File: src/rtl/uart_mirror_fifo_if.sv
// Signal bundle between uart_mirror_fifo, the host logic and the UART_Rx/UART_Tx modules.
// master is the repeater's view; slave is the surrounding logic's view.
interface uart_mirror_fifo_if #(
    parameter int W = 8
) ();
    logic         validRx;
    logic         ackRx;
    logic [W-1:0] dataRx;
    logic         errRx;
    logic         busyTx;
    logic         sendTx;
    logic [W-1:0] dataTx;
    logic         errTx;
    logic         rxValid;
    logic         rxAck;
    logic [W-1:0] rxData;
    logic         rxErr;
    logic         txBusy;
    logic         txSend;
    logic [W-1:0] txData;
    logic         txErr;

    modport master (
        output validRx, input ackRx, output dataRx, output errRx,
        output busyTx, input sendTx, input dataTx, output errTx,
        input rxValid, output rxAck, input rxData, input rxErr,
        input txBusy, output txSend, output txData, input txErr
    );

    modport slave (
        input validRx, output ackRx, input dataRx, input errRx,
        input busyTx, output sendTx, output dataTx, input errTx,
        output rxValid, input rxAck, output rxData, output rxErr,
        output txBusy, input txSend, input txData, output txErr
    );
endinterface

File: src/rtl/uart_mirror_fifo.sv
// Buffered UART repeater: Rx words are queued in a FIFO and retransmitted; passive bridge when disabled.
// Optional build macro UART_MIRROR_STATS_EN adds saturating statRx/statDrop/statTxErr counters.
module uart_mirror_fifo #(
    parameter int C_UART_DATA_WIDTH = 8,
    parameter int C_FIFO_DEPTH      = 16
) (
    input  logic                            clk,
    input  logic                            rstb,
    input  logic                            enable,
    input  logic                            ovfClr,
    uart_mirror_fifo_if.master              bus,
    output logic [$clog2(C_FIFO_DEPTH):0]   level,
    output logic                            ovf
`ifdef UART_MIRROR_STATS_EN
    ,
    output logic [15:0]                     statRx,
    output logic [15:0]                     statDrop,
    output logic [15:0]                     statTxErr
`endif
);
    localparam int AW      = $clog2(C_FIFO_DEPTH);
    localparam int C_LVL_W = AW + 1;
    localparam int W       = C_UART_DATA_WIDTH;

    typedef enum logic [1:0] {R_IDLE = 2'd0, R_ACK = 2'd1, R_WAIT = 2'd2} r_state_t;
    typedef enum logic [1:0] {T_IDLE = 2'd0, T_SEND = 2'd1, T_BUSY = 2'd2, T_DONE = 2'd3} t_state_t;

    r_state_t             r_state_q, r_state_d;
    t_state_t             t_state_q, t_state_d;
    logic [C_LVL_W-1:0]   wr_ptr_q, wr_ptr_d;
    logic [C_LVL_W-1:0]   rd_ptr_q, rd_ptr_d;
    logic                 ovf_q, ovf_d;
    logic                 rx_ack_q, rx_ack_d;
    logic                 tx_send_q, tx_send_d;
    logic [W-1:0]         tx_data_q, tx_data_d;
    logic [W-1:0]         mem_q [C_FIFO_DEPTH];

    logic                 push_req_s;
    logic                 push_ok_s;
    logic                 drop_ovf_s;
    logic                 pop_s;
    logic                 full_s;
    logic                 empty_s;

    // Pointers carry one extra wrap bit so full and empty are distinguishable.
    assign empty_s = (wr_ptr_q == rd_ptr_q);
    assign full_s  = (wr_ptr_q[AW] != rd_ptr_q[AW]) &&
                     (wr_ptr_q[AW-1:0] == rd_ptr_q[AW-1:0]);

    // Rx state machine: capture one word per rxValid, always acknowledge.
    always_comb begin
        r_state_d  = r_state_q;
        push_req_s = 1'b0;
        if (!enable) begin
            r_state_d = R_IDLE;
        end else begin
            case (r_state_q)
                R_IDLE: begin
                    if (bus.rxValid) begin
                        r_state_d  = R_ACK;
                        push_req_s = ~bus.rxErr;
                    end else begin
                        r_state_d = R_IDLE;
                    end
                end
                R_ACK:  r_state_d = R_WAIT;
                R_WAIT: begin
                    if (!bus.rxValid) begin
                        r_state_d = R_IDLE;
                    end else begin
                        r_state_d = R_WAIT;
                    end
                end
                default: r_state_d = R_IDLE;
            endcase
        end
        rx_ack_d = enable && (r_state_d == R_ACK);
    end

    // Tx state machine: pop the head word while Tx is idle, then follow txBusy.
    always_comb begin
        t_state_d = t_state_q;
        pop_s     = 1'b0;
        if (!enable) begin
            t_state_d = T_IDLE;
        end else begin
            case (t_state_q)
                T_IDLE: begin
                    if (!empty_s && !bus.txBusy) begin
                        t_state_d = T_SEND;
                        pop_s     = 1'b1;
                    end else begin
                        t_state_d = T_IDLE;
                    end
                end
                T_SEND: t_state_d = T_BUSY;
                T_BUSY: begin
                    if (bus.txBusy) begin
                        t_state_d = T_DONE;
                    end else begin
                        t_state_d = T_BUSY;
                    end
                end
                T_DONE: begin
                    if (!bus.txBusy) begin
                        t_state_d = T_IDLE;
                    end else begin
                        t_state_d = T_DONE;
                    end
                end
                default: t_state_d = T_IDLE;
            endcase
        end
        // send is launched from the T_SEND state register, so txData has a full cycle to settle
        tx_send_d = enable && (t_state_q == T_SEND);
    end

    // FIFO pointers, overflow flag and the held transmit word.
    always_comb begin
        push_ok_s  = push_req_s && (!full_s || pop_s);
        drop_ovf_s = push_req_s && full_s && !pop_s;
        wr_ptr_d   = wr_ptr_q;
        rd_ptr_d   = rd_ptr_q;
        tx_data_d  = tx_data_q;
        if (!enable) begin
            wr_ptr_d = {C_LVL_W{1'b0}};
            rd_ptr_d = {C_LVL_W{1'b0}};
        end else begin
            if (push_ok_s) begin
                wr_ptr_d = wr_ptr_q + {{(C_LVL_W-1){1'b0}}, 1'b1};
            end else begin
                wr_ptr_d = wr_ptr_q;
            end
            if (pop_s) begin
                rd_ptr_d  = rd_ptr_q + {{(C_LVL_W-1){1'b0}}, 1'b1};
                tx_data_d = mem_q[rd_ptr_q[AW-1:0]];
            end else begin
                rd_ptr_d  = rd_ptr_q;
                tx_data_d = tx_data_q;
            end
        end
        if (drop_ovf_s) begin
            ovf_d = 1'b1;
        end else if (ovfClr) begin
            ovf_d = 1'b0;
        end else begin
            ovf_d = ovf_q;
        end
    end

    // Control and status registers.
    always_ff @(posedge clk) begin
        if (!rstb) begin
            r_state_q <= R_IDLE;
            t_state_q <= T_IDLE;
            wr_ptr_q  <= {C_LVL_W{1'b0}};
            rd_ptr_q  <= {C_LVL_W{1'b0}};
            ovf_q     <= 1'b0;
            rx_ack_q  <= 1'b0;
            tx_send_q <= 1'b0;
            tx_data_q <= {W{1'b0}};
        end else begin
            r_state_q <= r_state_d;
            t_state_q <= t_state_d;
            wr_ptr_q  <= wr_ptr_d;
            rd_ptr_q  <= rd_ptr_d;
            ovf_q     <= ovf_d;
            rx_ack_q  <= rx_ack_d;
            tx_send_q <= tx_send_d;
            tx_data_q <= tx_data_d;
        end
    end

    // FIFO storage; contents need no reset since the pointers define validity.
    always_ff @(posedge clk) begin
        if (push_ok_s) begin
            mem_q[wr_ptr_q[AW-1:0]] <= bus.rxData;
        end
    end

`ifdef UART_MIRROR_STATS_EN
    logic [15:0] stat_rx_q, stat_rx_d;
    logic [15:0] stat_drop_q, stat_drop_d;
    logic [15:0] stat_tx_err_q, stat_tx_err_d;

    function automatic logic [15:0] sat_inc(input logic [15:0] v, input logic inc);
        if (inc && (v != 16'hFFFF)) begin
            return v + 16'd1;
        end else begin
            return v;
        end
    endfunction

    // Statistics counters; ovfClr clears them along with the overflow flag.
    always_comb begin
        if (ovfClr) begin
            stat_rx_d     = 16'd0;
            stat_drop_d   = 16'd0;
            stat_tx_err_d = 16'd0;
        end else begin
            stat_rx_d     = sat_inc(stat_rx_q, push_ok_s);
            stat_drop_d   = sat_inc(stat_drop_q,
                                    drop_ovf_s || (enable && (r_state_q == R_IDLE) &&
                                                   bus.rxValid && bus.rxErr));
            stat_tx_err_d = sat_inc(stat_tx_err_q, enable && bus.txErr);
        end
    end

    // Statistics registers.
    always_ff @(posedge clk) begin
        if (!rstb) begin
            stat_rx_q     <= 16'd0;
            stat_drop_q   <= 16'd0;
            stat_tx_err_q <= 16'd0;
        end else begin
            stat_rx_q     <= stat_rx_d;
            stat_drop_q   <= stat_drop_d;
            stat_tx_err_q <= stat_tx_err_d;
        end
    end

    assign statRx    = stat_rx_q;
    assign statDrop  = stat_drop_q;
    assign statTxErr = stat_tx_err_q;
`endif

    // Mirror mode drives Tx from the FIFO and hides Tx from the host; passive mode bridges.
    assign bus.validRx = bus.rxValid;
    assign bus.dataRx  = bus.rxData;
    assign bus.errRx   = bus.rxErr;
    assign bus.rxAck   = enable ? rx_ack_q  : bus.ackRx;
    assign bus.txSend  = enable ? tx_send_q : bus.sendTx;
    assign bus.txData  = enable ? tx_data_q : bus.dataTx;
    assign bus.busyTx  = enable ? 1'b1      : bus.txBusy;
    assign bus.errTx   = enable ? 1'b0      : bus.txErr;

    assign level = wr_ptr_q - rd_ptr_q;
    assign ovf   = ovf_q;
endmodule
File: src/flat_wrapper.sv
// flat-port wrapper written by rule: the top's interface ports become plain ports
module uart_mirror_fifo_flat 
#(
    parameter int C_UART_DATA_WIDTH = 8,
    parameter int C_FIFO_DEPTH      = 16
)
  (clk, rstb, enable, ovfClr, level, ovf, bus_validRx, bus_ackRx, bus_dataRx, bus_errRx, bus_busyTx, bus_sendTx, bus_dataTx, bus_errTx, bus_rxValid, bus_rxAck, bus_rxData, bus_rxErr, bus_txBusy, bus_txSend, bus_txData, bus_txErr);
  uart_mirror_fifo_if bus_i ();
  input  logic clk;
  input  logic rstb;
  input  logic enable;
  input  logic ovfClr;
  output logic [$clog2(C_FIFO_DEPTH):0] level;
  output logic ovf;
  output wire logic [$bits(bus_i.validRx)-1:0] bus_validRx;
  input wire logic [$bits(bus_i.ackRx)-1:0] bus_ackRx;
  output wire logic [$bits(bus_i.dataRx)-1:0] bus_dataRx;
  output wire logic [$bits(bus_i.errRx)-1:0] bus_errRx;
  output wire logic [$bits(bus_i.busyTx)-1:0] bus_busyTx;
  input wire logic [$bits(bus_i.sendTx)-1:0] bus_sendTx;
  input wire logic [$bits(bus_i.dataTx)-1:0] bus_dataTx;
  output wire logic [$bits(bus_i.errTx)-1:0] bus_errTx;
  input wire logic [$bits(bus_i.rxValid)-1:0] bus_rxValid;
  output wire logic [$bits(bus_i.rxAck)-1:0] bus_rxAck;
  input wire logic [$bits(bus_i.rxData)-1:0] bus_rxData;
  input wire logic [$bits(bus_i.rxErr)-1:0] bus_rxErr;
  input wire logic [$bits(bus_i.txBusy)-1:0] bus_txBusy;
  output wire logic [$bits(bus_i.txSend)-1:0] bus_txSend;
  output wire logic [$bits(bus_i.txData)-1:0] bus_txData;
  input wire logic [$bits(bus_i.txErr)-1:0] bus_txErr;
  assign bus_validRx = bus_i.validRx;
  assign bus_i.ackRx = bus_ackRx;
  assign bus_dataRx = bus_i.dataRx;
  assign bus_errRx = bus_i.errRx;
  assign bus_busyTx = bus_i.busyTx;
  assign bus_i.sendTx = bus_sendTx;
  assign bus_i.dataTx = bus_dataTx;
  assign bus_errTx = bus_i.errTx;
  assign bus_i.rxValid = bus_rxValid;
  assign bus_rxAck = bus_i.rxAck;
  assign bus_i.rxData = bus_rxData;
  assign bus_i.rxErr = bus_rxErr;
  assign bus_i.txBusy = bus_txBusy;
  assign bus_txSend = bus_i.txSend;
  assign bus_txData = bus_i.txData;
  assign bus_i.txErr = bus_txErr;
  uart_mirror_fifo #(.C_UART_DATA_WIDTH(C_UART_DATA_WIDTH), .C_FIFO_DEPTH(C_FIFO_DEPTH)) u_core (.clk(clk), .rstb(rstb), .enable(enable), .ovfClr(ovfClr), .bus(bus_i), .level(level), .ovf(ovf));
endmodule
File: config.mk
export PLATFORM = sky130hd
export DESIGN_NAME = uart_mirror_fifo_flat
export DESIGN_NICKNAME = d
export VERILOG_FILES = /design/src/rtl/uart_mirror_fifo_if.sv /design/src/rtl/uart_mirror_fifo.sv /design/src/flat_wrapper.sv
export SDC_FILE = /design/constraint.sdc
export NUM_CORES = 1
export LEC_CHECK = 0
export BUFFER_PORTS_ARGS = -buffer_cell sky130_fd_sc_hd__buf_2
export CAP_MARGIN = 20
export CORE_UTILIZATION = 50
export DETAILED_ROUTE_END_ITERATION = 12
export PLACE_DENSITY = 0.68
export SLEW_MARGIN = 10
export SYNTH_ARGS = -nofsm -noshare
export SYNTH_HDL_FRONTEND = slang
export SYNTH_SLANG_ARGS = --single-unit
File: constraint.sdc
create_clock -name clk -period 7.22 [get_ports clk]
set_input_delay 0.722 -clock clk [delete_from_list [all_inputs] [get_ports clk]]
set_output_delay 0.722 -clock clk [all_outputs]
set_load 0.1 [all_outputs]
==> Yosys cells after proc, flatten, opt, wreduce, memory -nomap -nowiden <==
Memory sizes are Yosys's and may differ from the RTL's. A register that Yosys moved wholly into a read port is not among the register bits.
Index checks and enable logic that the tools add are counted.
{ "totals": {"out_inout_bits": 28, "register_bits": 17, "elab_cells": 62, "mem_count": 1, "ramBits": 128, "input_bits": 26} }
{ "mem_list": {"columns": ["memory", "words", "word_bits", "read_ports", "rd_clocked_by_memory_dff", "wr", "line_no", "source"], "rows": [
  ["u_core.mem_q", 16, 8, 1, 1, 1, "uart_mirror_fifo.sv:36", "logic [W-1:0] mem_q [C_FIFO_DEPTH];"]
]} }
{ "classes": {"bitwise": 1, "n_mux": 23, "n_addsub": 3, "n_reduce_logical": 18, "n_eq_ne": 9} }
{ "op_table": {"columns": ["operator", "count"], "rows": [
  ["$mux W1", 17],
  ["$add A5 B1 Y5 const B", 2],
  ["$mux W8", 1],
  ["$pmux W2 S4", 1],
  ["$logic_and A1 B1 Y1", 7],
  ["$eq A2 B1 Y1 const B", 3],
  ["$eq A2 B2 Y1 const B", 3],
  ["$mux W2", 3],
  ["$pmux W2 S3", 1],
  ["$eq A5 B5 Y1", 1],
  ["$logic_not A1 Y1", 5],
  ["$sub A5 B5 Y5", 1],
  ["$eq A4 B4 Y1", 1],
  ["$logic_not A2 Y1", 2],
  ["$reduce_and A2 Y1", 2],
  ["$reduce_bool A2 Y1", 1],
  ["$logic_or A1 B1 Y1", 1],
  ["$ne A1 B1 Y1", 1],
  ["$not A1 Y1", 1]
]} }

==> Depth between registers and ports, before layout <==
{ "logic_depth": {"word_depth": 10, "depth_mapped": 9} }

==> Worst setup path before layout <==
Ideal clock, no wire load.
{ "synth_timing": {"path_type": "register to output", "start": "register u_core.rd_ptr_q[2]", "end": "output level[4]", "slack_ns": 3.347, "stages_incl_launch_ff": 8, "arrival_ns": 3.151, "cell_sequence": "dfxtp_1 buf_1 buf_2 inv_1 ha_1 a21o_1 a21oi_1 xor2_1"} }
{ "synth_via": {"elab_chain_len": 1} }
{ "synth_rtl": {"columns": ["element", "line_no", "source"], "rows": [
  ["start: declaration", "uart_mirror_fifo.sv:31", "logic [C_LVL_W-1:0] rd_ptr_q, rd_ptr_d;"],
  ["start signal: assignment", "uart_mirror_fifo.sv:157", "rd_ptr_q <= {C_LVL_W{1'b0}};"],
  ["start signal: assignment", "uart_mirror_fifo.sv:166", "rd_ptr_q <= rd_ptr_d;"],
  ["$sub A5 B5 Y5", "uart_mirror_fifo.sv:237", "assign level = wr_ptr_q - rd_ptr_q;"],
  ["end: declaration", "flat_wrapper.sv:13", "output logic [$clog2(C_FIFO_DEPTH):0] level;"]
]} }
No other way between the ends.

==> Worst setup path in the final report <==
{ "layout_timing": {"start": "register u_core.rd_ptr_q[0]", "end": "output level[4]"} }
Same word-level chain as after synthesis.

==> reports/summary.log <==
[global_route] wire length of the first global-routing pass 19700 um
[cts] number of buffers added by the clock tree synthesis step 17
[yosys] number of warnings issued by yosys 0
[floorplan] Total Die Area 0.0131 mm2
[floorplan] number of placed I/O pins 54
[yosys] fraction of registers with async set or reset after synthesis 0%
[setup_path] R2R depth 8
[timing] Clock Skew 0.00881 ns
[yosys] Synthesized Nets 441
[cts] Root Buffer sky130_fd_sc_hd__clkbuf_16
[yosys] dominant cell by count in the synthesized netlist sky130_fd_sc_hd__edfxtp_1
[floorplan] number of cell rows 40
[global_route] number of antenna violations at the first check in global routing 0
[yosys] number of distinct library cell variants in the gate-level netlist after synthesis 41
[setup_path] WP data required 6.50 ns
[global_route] maximum number of pins on one net before global-route repair 38
[timing] final-report max-slew violation count 0
[timing] maximum operating frequency 0.285 GHz
[timing] Worst Tran Pin Value 0.804 ns
[final_layout] post-synthesis to final-layout area growth 13.7%
[yosys] top post-synthesis cells by area sky130_fd_sc_hd__edfxtp_1, sky130_fd_sc_hd__dfxtp_1, sky130_fd_sc_hd__mux4_2
[timing] summed negative setup slack over all endpoints 0 ns
[yosys] mean area per synthesized cell 15.7 um2
[place] buffers added on ports 53
[routing] average wire per standard cell 20.2 um
[timing] final critical-path share of the clock period 48.5%
[routing] number of antenna-violating nets in the routed design 0
[cts] number of sinks handled by clock tree synthesis 153
[setup_path] Worst R2R Start u_core.rd_ptr_q[1]$_SDFFE_PN0P_
[routing] drt via density 5.64
[final_layout] Diodes inserted 0
[final_layout] NumNets Final 492
[place] half-perimeter wire length after placement 8330 um
[final_layout] total area of sequential cells 0.00435 mm2
[timing] worst-case headroom to the max-slew limit 46.2%
[floorplan] effective utilization at floorplan 51.9%
[hold_path] hold crit path type flip-flop to flip-flop
[yosys] Seq/Total Area, Yosys 68.5%
[yosys] top cell types by occurrence after synthesis sky130_fd_sc_hd__edfxtp_1, sky130_fd_sc_hd__mux2i_1, sky130_fd_sc_hd__dfxtp_1
[final_layout] area used by multi-input combinational logic 0.00180 mm2
[setup_path] arrival time reported for the critical path endpoint 2.78 ns
[timing] hold_ws 0.486 ns
[place] final weighted congestion of routability-driven global placement 0.808
[cts] hold buffer count at cts 0
[cts] Clock H-tree levels 4
[cts] TritonCTS clock tree built
[routing] total number of vias 3588
[yosys] number of enable flip-flop cells after synthesis 128
[timing] minimum clock period 3.50 ns
[yosys] cell count after synthesis 405
[yosys] cell taking the most area after synthesis sky130_fd_sc_hd__edfxtp_1
[timing] setup repair after global routing missed its margin no
[timing] Final setup viols 0
[setup_path] Critical Path End Type output port
[hold_path] capture endpoint of the worst hold path u_core.r_state_q[1]$_SDFF_PN0_
[cts] Clock Latency Late Sink 0.42 ns
[setup_path] worst-case register-to-register setup slack 4.01 ns
[pwr] total power divided by cell area 256 mW/mm2
[yosys] commonest register cell after synthesis sky130_fd_sc_hd__edfxtp_1
[pwr] Max rail drop VDD 189 uV
[cts] buffer levels on the longest clock path 2
[setup_path] Worst Setup Path Type flip-flop to output port
[run_status] result of the run complete, no violations
[final_layout] fillcell total 949
[floorplan] die span in y 115 um
[hold_path] source of the worst hold timing path u_core.r_state_q[0]$_SDFF_PN0_
[pwr] Leakage Power 0.00240 uW
[global_route] GRT Overall Usage 21.5%
[routing] Detailed Routing Iterations Pass 1 4
[routing] number of violations reported at the end of detailed-routing iteration 0 208
[routing] DRC 0
[cts] clock slew seen by the registers of the worst setup and hold paths 0.06 ns
[timing] hold violation total from the final report 0
[floorplan] CORE AREA 0.0122 mm2
[cts] CTS-repair resized insts 0
[global_route] remaining global-route overflow 0
[setup_path] highest net fanout along the worst path 37
[hold_path] hold-critical path depth 2
[final_layout] fraction of layout cells with a size suffix above 1 25.9%
[yosys] post-synthesis register bit count 153
[job] MaxCap Viol Count 0
[yosys] Post-Synthesis Cell Area 0.00634 mm2
[setup_path] element type at the critical path start flip-flop
[routing] Routed Wire Length 12900 um
[yosys] share of the synthesized area in the top cell type 60.6%
[setup_path] r2r endpoint u_core.mem_q[2][3]$_DFFE_PP_
[floorplan] horizontal extent of the die 115 um
[global_route] vias in the first global route 3467
[cts] Post-CTS Setup Inserts 0
[cell usage in the layout (no fill, tap or decap), types with 6 or more instances in the layout]
cell	netlist	layout
sky130_fd_sc_hd__inv_1	9	9
sky130_fd_sc_hd__nor3_1	7	7
sky130_fd_sc_hd__a211oi_1	8	8
sky130_fd_sc_hd__clkbuf_16	0	17
sky130_fd_sc_hd__o22ai_1	16	16
sky130_fd_sc_hd__ha_1	9	9
sky130_fd_sc_hd__clkinv_2	0	6
sky130_fd_sc_hd__nor2_1	21	21
sky130_fd_sc_hd__dfxtp_1	25	24
sky130_fd_sc_hd__a21oi_1	10	10
sky130_fd_sc_hd__nand3_1	7	7
sky130_fd_sc_hd__mux2i_1	35	35
sky130_fd_sc_hd__buf_2	6	56
sky130_fd_sc_hd__mux2_2	11	11
sky130_fd_sc_hd__o21ai_0	12	12
sky130_fd_sc_hd__clkinv_1	0	6
sky130_fd_sc_hd__nand2_1	19	19
sky130_fd_sc_hd__a31oi_1	7	7
sky130_fd_sc_hd__mux4_2	16	16
sky130_fd_sc_hd__edfxtp_1	128	128
[registers in the layout, indices dropped and copies added (netlist names)]
signal and cells:
u_core.tx_data_q 8, u_core.r_state_q 2, u_core.t_state_q 2, u_core.rx_ack_q 1
u_core.tx_send_q 1, u_core.mem_q 128, u_core.ovf 1, u_core.wr_ptr_q 5
u_core.rd_ptr_q 5
[power by group]
| part | switching (uW) | internal, uW |
|---|---|---|
| clock | 321 | 459 |
| sequential | 1.25 | 959 |
| combinational | 84.7 | 20.0 |
[worst max-delay path, cell delays in order, from the launching register on]
cell,delay (ns)
sky130_fd_sc_hd__dfxtp_2,0.31
sky130_fd_sc_hd__buf_4,0.50
sky130_fd_sc_hd__ha_1,0.32
sky130_fd_sc_hd__fa_1,0.22
sky130_fd_sc_hd__inv_1,0.05
sky130_fd_sc_hd__a21o_1,0.15
sky130_fd_sc_hd__a21oi_1,0.19
sky130_fd_sc_hd__xor2_1,0.16
sky130_fd_sc_hd__buf_2,0.45
[cell type report]
type / instances / share of cell area (%)
repair buffers: 60 / 4.27
well taps: 168 / 2.91
clock inverters: 14 / 1.25
clock buffers: 17 / 5.90
multi-input cells: 215 / 24.9
inverters: 9 / 0.468
flip-flops and latches: 153 / 60.3
[cell families (layout without fill, tap and decap cells)]
group / count (synthesis) / after routing / share of synthesized area [%]
fa+ha+maj: 10 / 10 / 2.09
compound gates: 61 / 61 / 6.29
simple gates: 76 / 76 / 6.00
xor+xnor: 6 / 6 / 0.829
mux: 62 / 62 / 13.2
flops: 153 / 153 / 68.5
buf+inv: 37 / 100 / 3.14
[routing by layer]
metal / GRT usage [%] / vias to the layer above / wire length (um)
met5: 0 / - / 0
met4: 8.48 / 0 / 240
met3: 4.98 / 17 / 653
met2: 33.5 / 105 / 6290
met1: 29.5 / 1804 / 5680
li1: - / 1662 / -
[worst max-delay path by stage]
stage	start	end	slack, ns	cells after the start
final	u_core.rd_ptr_q[0]$_SDFFE_PN0P_	level[4]	3.72	8
after global routing	u_core.rd_ptr_q[0]$_SDFFE_PN0P_	level[4]	3.50	8
after CTS	u_core.rd_ptr_q[0]$_SDFFE_PN0P_	level[4]	3.65	8
after detailed placement	enable	u_core.mem_q[3][5]$_DFFE_PP_	3.59	5
after global placement	enable	u_core.mem_q[3][5]$_DFFE_PP_	3.70	5
after floorplan	u_core.rd_ptr_q[2]$_SDFFE_PN0P_	level[4]	3.35	7
[through the flow]
step / total power, uW / util, % / area [um2] / cells / setup slack (ns)
after global routing: 1900 / 59.1 / 7210 / 636 / 3.50
final: 1840 / 59.1 / 7210 / 636 / 3.72
after detailed placement: 1080 / 54.7 / 6680 / 601 / 3.59
after CTS: 1850 / 58.9 / 7190 / 632 / 3.65
after global placement: 1080 / 54.7 / 6680 / 601 / 3.70
after floorplan: 1060 / - / 6340 / 405 / 3.35
Note: power is estimated with default switching activity, not from simulation.
